### src/rtl/transpose_chunk_sched.sv
// Job-level scheduler for the chunked matrix transpose: walks chunks row-major,
// issues them under store-buffer credit and outstanding limits, and reports completion.
module transpose_chunk_sched #(
  parameter int unsigned ADDR_WIDTH = 64,
  parameter int unsigned DATA_WIDTH = 64,
  parameter int unsigned ARR_SIZE   = 8,
  parameter int unsigned CHUNK_SIZE = 8,
  parameter int unsigned CREDITS    = 4,
  parameter int unsigned MAX_OUTST  = 16
) (
  input  logic                  clk,
  input  logic                  rst_n,
  input  logic                  start,
  input  logic                  abort,
  input  logic                  cfg_ctrl,
  input  logic [ADDR_WIDTH-1:0] cfg_base_addr,
  input  logic                  src_valid,
  output logic                  src_ready,
  output logic                  tp_in_val,
  output logic                  tp_ctrl,
  output logic [ADDR_WIDTH-1:0] tp_base_addr,
  output logic [ADDR_WIDTH-1:0] tp_chunk_addr,
  input  logic                  tp_out_val,
  input  logic                  st_free,
  output logic                  busy,
  output logic                  done,
  output logic                  aborted,
  output logic                  err
);

  localparam int unsigned ELEM_BYTES = DATA_WIDTH / 8;
  localparam int unsigned NCH        = ARR_SIZE / CHUNK_SIZE;
  localparam int unsigned CW         = (NCH > 1) ? $clog2(NCH) : 1;
  localparam int unsigned CRW        = $clog2(CREDITS + 1);
  localparam int unsigned OW         = $clog2(MAX_OUTST + 1);
  localparam int unsigned ROW_STRIDE = CHUNK_SIZE * ARR_SIZE * ELEM_BYTES;
  localparam int unsigned COL_STRIDE = CHUNK_SIZE * ELEM_BYTES;

  typedef enum logic [1:0] {IDLE, RUN, DRAIN, DONE} state_t;

  state_t                state, state_nxt;
  logic [CW-1:0]         crow, ccol;
  logic [CRW-1:0]        credit;
  logic [OW-1:0]         outst;
  logic                  abort_pend;
  logic                  issue, last_col, last_chunk, credit_full;
  logic [ADDR_WIDTH-1:0] chunk_addr;

  // Issue qualification and address of the chunk at the walk position
  always_comb begin
    issue       = (state == RUN) && src_valid && (credit != '0) && (outst != OW'(MAX_OUTST));
    last_col    = (ccol == CW'(NCH - 1));
    last_chunk  = last_col && (crow == CW'(NCH - 1));
    credit_full = (credit == CRW'(CREDITS));
    chunk_addr  = tp_base_addr
                + ADDR_WIDTH'(crow) * ADDR_WIDTH'(ROW_STRIDE)
                + ADDR_WIDTH'(ccol) * ADDR_WIDTH'(COL_STRIDE);
  end

  assign src_ready = issue;

  always_comb begin
    state_nxt = state;
    case (state)
      IDLE:    if (start) state_nxt = RUN;
      RUN:     if (abort || (issue && last_chunk)) state_nxt = DRAIN;
      DRAIN:   if (outst == '0) state_nxt = DONE;
      DONE:    state_nxt = IDLE;
      default: state_nxt = IDLE;
    endcase
  end

  always_ff @(posedge clk or negedge rst_n) begin
    if (!rst_n) begin
      state         <= IDLE;
      crow          <= '0;
      ccol          <= '0;
      credit        <= CRW'(CREDITS);
      outst         <= '0;
      abort_pend    <= 1'b0;
      tp_in_val     <= 1'b0;
      tp_ctrl       <= 1'b0;
      tp_base_addr  <= '0;
      tp_chunk_addr <= '0;
      busy          <= 1'b0;
      done          <= 1'b0;
      aborted       <= 1'b0;
      err           <= 1'b0;
    end else begin
      state     <= state_nxt;
      busy      <= (state_nxt != IDLE);
      done      <= (state_nxt == DONE);
      tp_in_val <= issue;

      // Job setup on start, otherwise advance the row-major walk per issue
      if (state == IDLE && start) begin
        tp_ctrl      <= cfg_ctrl;
        tp_base_addr <= cfg_base_addr;
        crow         <= '0;
        ccol         <= '0;
        aborted      <= 1'b0;
        abort_pend   <= 1'b0;
      end else if (issue) begin
        tp_chunk_addr <= chunk_addr;
        if (!last_chunk) begin
          if (last_col) begin
            ccol <= '0;
            crow <= crow + CW'(1);
          end else begin
            ccol <= ccol + CW'(1);
          end
        end
      end

      if (state == RUN && abort) abort_pend <= 1'b1;
      if (state == DRAIN && state_nxt == DONE) aborted <= abort_pend;

      // Credits use the start-of-cycle count; a free while full is an error
      if (state == IDLE && start) begin
        credit <= CRW'(CREDITS);
      end else if (issue && !st_free) begin
        credit <= credit - CRW'(1);
      end else if (!issue && st_free) begin
        if (credit_full) err <= 1'b1;
        else             credit <= credit + CRW'(1);
      end

      if (issue && !tp_out_val) begin
        outst <= outst + OW'(1);
      end else if (!issue && tp_out_val) begin
        if (outst == '0) err <= 1'b1;
        else             outst <= outst - OW'(1);
      end
    end
  end

endmodule

### config.mk
export PLATFORM = sky130hd
export DESIGN_NAME = transpose_chunk_sched
export DESIGN_NICKNAME = d
export VERILOG_FILES = /design/src/rtl/transpose_chunk_sched.sv
export SDC_FILE = /design/constraint.sdc
export NUM_CORES = 1
export LEC_CHECK = 0
export CAP_MARGIN = 30
export CORE_MARGIN = 10
export CORE_UTILIZATION = 25
export CTS_CLUSTER_DIAMETER = 150
export CTS_CLUSTER_SIZE = 24
export DETAILED_ROUTE_END_ITERATION = 8
export SYNTH_ARGS = -nofsm -noshare
export SYNTH_HDL_FRONTEND = slang
export SYNTH_SLANG_ARGS = --single-unit
### constraint.sdc
create_clock -name clk -period 4.1 [get_ports clk]
set_input_delay 1.025 -clock clk [delete_from_list [all_inputs] [get_ports clk]]
set_output_delay 1.025 -clock clk [all_outputs]
set_load 0.01 [all_outputs]
# ---- Word level (Yosys, flattened, before mapping)
# Index checks and enable logic that the tools add are counted.
dict set report classes {
  addsub 8
  n_eq_ne 10
  muxes 29
  bitwise_logic 3
  n_reduce_logical 30
}
# op count
set op_table {}
lappend op_table {{$add A64 B10 Y64} 1}
lappend op_table {{$add A64 B7 Y64} 1}
lappend op_table {{$mux W1} 18}
lappend op_table {{$mux W5} 3}
lappend op_table {{$logic_and A1 B1 Y1} 12}
lappend op_table {{$mux W3} 4}
lappend op_table {{$reduce_bool A2 Y1} 5}
lappend op_table {{$pmux W2 S4} 1}
lappend op_table {{$reduce_and A2 Y1} 4}
lappend op_table {{$eq A2 B2 Y1 const B} 3}
lappend op_table {{$mux W2} 3}
lappend op_table {{$ne A2 B1 Y1 const B} 3}
lappend op_table {{$reduce_bool A3 Y1} 2}
lappend op_table {{$add A5 B1 Y5 const B} 1}
lappend op_table {{$logic_not A5 Y1} 1}
lappend op_table {{$ne A5 B5 Y1 const B} 1}
lappend op_table {{$sub A5 B1 Y5 const B} 1}
lappend op_table {{$add A3 B1 Y3 const B} 1}
lappend op_table {{$eq A3 B3 Y1 const B} 1}
lappend op_table {{$logic_not A1 Y1} 3}
lappend op_table {{$ne A3 B1 Y1 const B} 1}
lappend op_table {{$not A1 Y1} 3}
lappend op_table {{$reduce_and A3 Y1} 1}
lappend op_table {{$sub A3 B1 Y3 const B} 1}
lappend op_table {{other kinds (4)} 5}
dict set report totals {
  ff_bits 147
  input_bits 72
  output_inout_bits 135
  word_cells 94
}

# ---- Depth between registers and ports, before layout
dict set report logic_depth {
  ltp_word 12
  depth_mapped 14
  depth_no_buf 11
}

# ---- Worst setup path after synthesis
# OpenSTA, ideal clock, no wires.
dict set report synth_path {
  path_kind {input-to-reg}
  from {in src_valid}
  to {reg outst[4]}
  setup_time_ns 0.125
  t_arrival_ns 3.552
  required_ns 3.975
  path_slack_ns 0.423
  cell_stages 13
  n_path_buf 2
  path_cell_list {nand3b_1 -> a211o_1 -> inv_1 -> clkbuf_1 -> buf_1 -> ha_1 -> inv_1 -> fa_1 -> a21o_1 -> a21oi_1 -> xnor2_1 -> nor2_1 -> xor2_1}
}
dict set report synth_between {
  elab_chain_len 7
  word_cells_on_any_way 10
  classes_between {1 x eq/ne; 1 x mux; 8 x reduce/logical}
}
# item line_no
set synth_rtl {}
lappend synth_rtl {{start: declaration} 17} ;# input logic src_valid,
lappend synth_rtl {{$logic_and A1 B1 Y1 (*) (3 in a row)} 51} ;# issue = (state == RUN) && src_valid && (credit != '0) && (outst != OW'(MAX_OUTST));
lappend synth_rtl {{net src_ready} 18} ;# output logic src_ready,
lappend synth_rtl {{$logic_not A1 Y1} 130} ;# end else if (!issue && tp_out_val) begin
lappend synth_rtl {{$logic_and A1 B1 Y1} 130}
lappend synth_rtl {{$reduce_bool A2 Y1 (no line)} --}
lappend synth_rtl {{$reduce_and A2 Y1 (no line)} --}
lappend synth_rtl {{end signal: assignment} 129} ;# outst <= outst + OW'(1);
lappend synth_rtl {{end signal: assignment} 132} ;# else outst <= outst - OW'(1);
lappend synth_rtl {{end: declaration} 44} ;# logic [OW-1:0] outst;
# Mark *: on every way through the listed nets, which the timed path passes. The rest lies on a longest branch.
# A chain may end at the register's enable or synchronous reset.

# ---- Worst setup path in the final report
dict set report layout_path {
  from {in src_valid}
  to {out src_ready}
}
dict set report layout_between {
  elab_chain_len 3
}
# item line_no
set layout_rtl {}
lappend layout_rtl {{$logic_and A1 B1 Y1 (3 in a row)} 51}
lappend layout_rtl {{end: declaration} 18}
# No other way between the ends.

==> metrics <==
post-synthesis xor/xnor area fraction 7.07%; power per cell area 748 nW/um^2; Final nets 1026; first-pass GRT wire length 33.7 mm; Final Max Tran Viols 0; fin crit share 88.2%; dpl hpwl 15.8 mm; Fin. Hold Viols 0; global placement routability congestion 0.742; Synth Instances 761; vias in the first global route 5718; total gr overflow 0; # IOs 207; clk root buf clkbuf_16; Rows 60; Seq cells post-synth 146; Peak VDD IR 274 uV; area of the die 34300 sq um; wire per inst 16.7 um; Initial Util 25.3%; max_cap viols 0; setup slack, reg-to-reg 1.42 ns; DR iter-0 viols 284; leading area contributor after synthesis dfrtp_1; EDFF count, synth 0; Post-CTS Repair Setup Buffers 0; Syn-to-layout area delta 43.7%; synth cell count leaders nand2_1 (288), dfrtp_1 (145), o21ai_0 (49); die height 185 um; clk sinks 146; combinational family with the most area after synthesis simple AND/OR/NAND/NOR gates; cts bufs inserted 17; clock buffer depth 2; number of antenna violations at the first check in global routing 1; DR DRC count 0; ANT cells 0; outcome finished, final reports clean; Buffers on Ports 206; Worst Skew 0.0126 ns; Synth Area in Adders 1.87%; Post-synth ARST share 100%; total negative slack 0 ns; Vias 5781; Post-CTS Resized 0; synth warn 0; post-synthesis simple-gate area fraction 26.6%; Syn Std Cell Area 6810 sq um; worst min path class flip-flop to flip-flop; most frequent cell after synthesis nand2_1; mux cell area share after synthesis 0.331%; actual transition at the worst max-transition pin 0.775 ns; ranking of synthesized cells by area dfrtp_1 (53%), nand2_1 (16%), xnor2_1 (4.0%), o21ai_0 (3.6%), xor2_1 (3.1%); endpoint type of the worst setup path output pin; setup slack after layout 0.484 ns; Synth Area per Inst 8.95 sq um; Worst-Skew Late Latency 0.42 ns; RSZ-0062 raised after global routing false; H-tree levels 4; Yosys top cell area share 53.3%; leakage power 4.28 nW; ANT nets after route 0; pin count of the biggest net entering global routing 113; Initial DRT Pass Iterations 4; worst path arrival time 2.59 ns; TritonCTS clock tree built; Via density 4.45; Yosys cell types 47; CTS clk-pin slew, worst paths 0.06 ns; CP max FO 4; final WL 21.7 mm; Worst slew margin 48.2%; Overall Global Routing Usage 12.7%; Max Fclk 0.277 GHz; dpl cells 1266; Top FF cell, synth dfrtp_1; Non-Filler Instances 1299; Core Region 26900 sq um; startpoint types input pin; hold_buf cts 0; syn_nets 842; register area share after synthesis 53.6%; Final setup viols 0; min Tclk post-route 3.62 ns; DIE WIDTH 185 um; Synth Area in Compound Gates 6.67%; Setup CP Type input pin to output pin; pre-CTS WS 0.443 ns; Req. time, crit path 3.07 ns; share of cells above drive strength 1 5.22%
## flip-flops by register name, summed over array words and instances, names as in the netlist
signal,flops
tp_chunk_addr,64
abort_pend,1
tp_base_addr,64
aborted,1
tp_ctrl,1
outst,5
done,1
tp_in_val,1
err,1
state,2
credit,3
busy,1
crow,1
## final cells by class
| type | count | area (sq um) |
|---|---|---|
| Fill cell | 2771 | 17100 |
| Sequential cell | 146 | 3650 |
| Multi-Input combinational cell | 556 | 2930 |
| Timing Repair Buffer | 214 | 2170 |
| Clock buffer | 23 | 468 |
| Tap cell | 341 | 427 |
| Clock inverter | 9 | 109 |
| Inverter | 10 | 37.5 |
## layer usage
metal | track usage [%] | vias to the layer above | share of wire, %
met5 | 0 | - | 0.060
met4 | 2.63 | 2 | 0.83
met3 | 4.80 | 14 | 7.6
met2 | 20.7 | 142 | 48
met1 | 15.5 | 2739 | 44
li1 | - | 2884 | -
## cell families (layout without fill, tap and decap cells)
| group | after synthesis | in the layout |
|---|---|---|
| fa+ha+maj | 9 | 9 |
| xor+xnor | 55 | 55 |
| flops | 146 | 146 |
| buf+inv | 59 | 256 |
| simple gates | 408 | 408 |
| compound gates | 82 | 82 |
| mux | 2 | 2 |
## path summary, 6_finish.rpt
check,from,to,cells past startpoint
worst min register to register,tp_chunk_addr[2],tp_chunk_addr[2],2
worst max register to register,credit[2],outst[4],11
worst min-delay path,tp_chunk_addr[2],tp_chunk_addr[2],2
max in group asynchronous,rst_n,credit[2],2
min in group asynchronous,rst_n,tp_base_addr[38],1
worst max-delay path,src_valid,src_ready,5
## cells in the final DEF, fill, tap and decap left out, drive strengths merged, types with 13 or more instances in the layout
| cell | n |
|---|---|
| nand2 | 288 |
| nor2 | 13 |
| clkbuf | 23 |
| xnor2 | 31 |
| dfrtp | 145 |
| and3 | 15 |
| nor4 | 15 |
| xor2 | 24 |
| nand3 | 24 |
| o21ai | 60 |
| clkdlybuf4s50 | 205 |
| nand4 | 18 |
## worst max-delay path, stage by stage
cell             delay [ns]
clkdlybuf4s50_1        0.47
nand3b_1               0.10
a211o_4                0.29
inv_1                  0.13
clkdlybuf4s50_1        0.57
## power breakdown
| part | leakage (nW) | switching [mW] | internal [mW] | total, mW |
|---|---|---|---|---|
| clock | 0.281 | 0.619 | 0.930 | 1.55 |
| combinational | 2.17 | 1.42 | 1.59 | 3.01 |
| sequential | 1.83 | 0.689 | 2.07 | 2.76 |
| total | 4.28 | 2.73 | 4.59 | 7.32 |
## metrics by stage
step | power [mW] | area [sq um] | hold WS (ns) | utilization [%]
2_1_floorplan | 4.10 | 6810 | 0.462 | -
3_3_place_gp | 5.80 | 9190 | 0.457 | 34.2
3_5_place_dp | 5.86 | 9190 | 0.462 | 34.2
4_1_cts | 7.46 | 9770 | 0.477 | 36.3
5_1_grt | 7.90 | 9790 | 0.501 | 36.4
6_report | 7.32 | 9790 | 0.469 | 36.4
Power figures use the tool's default switching activity.
==> RTL change (config.mk and constraints unchanged) <==
Set the parameter `ADDR_WIDTH` to 128 (it was 64).
--- a/src/rtl/transpose_chunk_sched.sv
+++ b/src/rtl/transpose_chunk_sched.sv
@@ -1,7 +1,7 @@
 // Job-level scheduler for the chunked matrix transpose: walks chunks row-major,
 // issues them under store-buffer credit and outstanding limits, and reports completion.
 module transpose_chunk_sched #(
-  parameter int unsigned ADDR_WIDTH = 64,
+  parameter int unsigned ADDR_WIDTH = 128,
   parameter int unsigned DATA_WIDTH = 64,
   parameter int unsigned ARR_SIZE   = 8,
   parameter int unsigned CHUNK_SIZE = 8,
Ports: changed (resized cfg_base_addr, tp_base_addr and tp_chunk_addr); port bits go from 207 to 399. The function was not compared with the original's and may differ.
==> RTL change against the original RTL <==
Routed wire length rose by 140%. Global-route usage rose by 3.6 points. Critical endpoint unchanged. Sequential cell count up 128. Synthesized area is 89% higher. Power is 77% higher. First-iteration DRC count up 150%. Setup slack got worse by 0.055 ns. Cell area grew 86%.
==> RTL change: results (changes against the original RTL) <==
[outcome]
outcome = finished clean

[floorplanning]
row_count = 83  ; +38%

[global_route]
track_usage = 0.163  ; +0.0362
antenna_found_initial = 2  ; +1
met2_usage = 0.275  ; +0.0675
grtUsageMet3 = 0.0437  ; -0.00430
met1_usage = 0.205  ; +0.0509
grt_pass1_wl_um = 76800  ; +130%

[setup_path]
rrSetupSlack_ns = 0.81  ; -0.61 ns
r2r_end = tp_chunk_addr[120]
reg2reg_depth = 7  ; -4
regToRegStartpoint = tp_base_addr[67]
crit_fanout = 7  ; +3
crit_arrival_ns = 2.65  ; +0.06 ns
setup.worst_path.start = outst[0]

[yosys]
ys_top_cells_by_count = 569 x nand2_1, 273 x dfrtp_1, 133 x o21ai_0
synthAdderAreaFrac = 0.00989  ; -0.00884
synth_compound_area_frac = 0.0615  ; -0.00518
synth_cell_types = 42  ; -11%
yosys-mux-area-fraction = 0.000873  ; -0.00243
synth-xor-area-share = 0.0821  ; +0.0114
synth.area.top_cells = dfrtp_1 53%, nand2_1 17%, xnor2_1 6.9%
syn-num-nets = 1646  ; +95%

[clock_network]
clkLatencyLatePin_ns = 0.54  ; +0.12 ns
cts_buffers = 15  ; -2
htreeDepth = 1  ; -3
cts.reportedPaths.clkPinSlew_ns = 0.11  ; +0.05 ns
ctsLongestPathBuffers = 3  ; +1

[drt]
drt-pass1-iter-count = 5  ; +1
drt-total-wl_um = 51800  ; +140%
met2_length_um = 25000  ; +140%
drt_iter0_drc = 702  ; +150%
vias = 11842  ; +100%
met1Wirelength_um = 22000  ; +130%

[sta]
slew-limit-headroom = 0.352  ; -0.130
skew_ns = 0.0310  ; +0.0184 ns

[final_layout]
largest_registers = tp_base_addr: 128 flops, tp_chunk_addr: 128 flops, outst: 5 flops
layout-drive-gt1-share = 0.0337  ; -0.0185
nets = 2012  ; +96%
fillers = 5204  ; +88%

[min_path]
min_from = tp_chunk_addr[4]
hold_end = tp_chunk_addr[4]

[power_and_ir_drop]
ir_worst_vdd_v = 0.000351  ; +28%
power.leakage_nw = 7.58  ; +77%

[place]
gp_congestion = 0.837  ; +13%
portBuffers = 398  ; +93%
hpwl_um = 39200  ; +150%

==> RTL change: worst max path at each step <==
stage | cells past startpoint | to | slack, ns
finish | 4 | src_ready | 0.43
detailed placement | 4 | src_ready | 0.47
floorplan | 13 | outst[4] | 0.55
global placement | 11 | outst[4] | 0.42
CTS | 4 | src_ready | 0.39
global route | 4 | src_ready | 0.31
==> RTL change: report_power, final <==
| part | switching (mW) | internal [mW] |
|---|---|---|
| logic | 2.93 | 2.99 |
| clock network | 0.969 | 0.697 |
| registers | 1.47 | 3.88 |
==> RTL change: cell type report <==
type,instances,share of cell area
inverter,24,0.00495
antenna,1,0.000138
sequential,274,0.377
timing repair buffer,430,0.236
multi-input combinational,1122,0.312
clock buffer,20,0.0217
clock inverter,2,0.00138
tap,680,0.0468
==> RTL change: cell families (layout without fill, tap and decap cells) <==
group,after synthesis,in the layout
muxes,1,1
DFF,274,274
xor gates and xnor gates,121,121
and+or+nand+nor,839,839
buffers and inverters,105,476
AOI/OAI and AO/OA,152,152
other,0,1
adders and majority gates,9,9
==> RTL change: through the flow <==
step	instance area [um^2]	hold slack (ns)	std cells	worst slack [ns]
after floorplan	12900	0.451	1501	0.548
after global placement	17800	0.461	2530	0.418
after detailed placement	17800	0.462	2530	0.473
after CTS	18200	0.489	2552	0.386
after global routing	18200	0.509	2553	0.306
final	18200	0.486	2553	0.429
==> RTL change: worst max-delay path: stages (launching register included) <==
cell,delay [ns]
dfrtp_1,0.45
or4_1,0.64
o2111ai_4,0.26
inv_1,0.22
clkdlybuf4s50_1,0.55
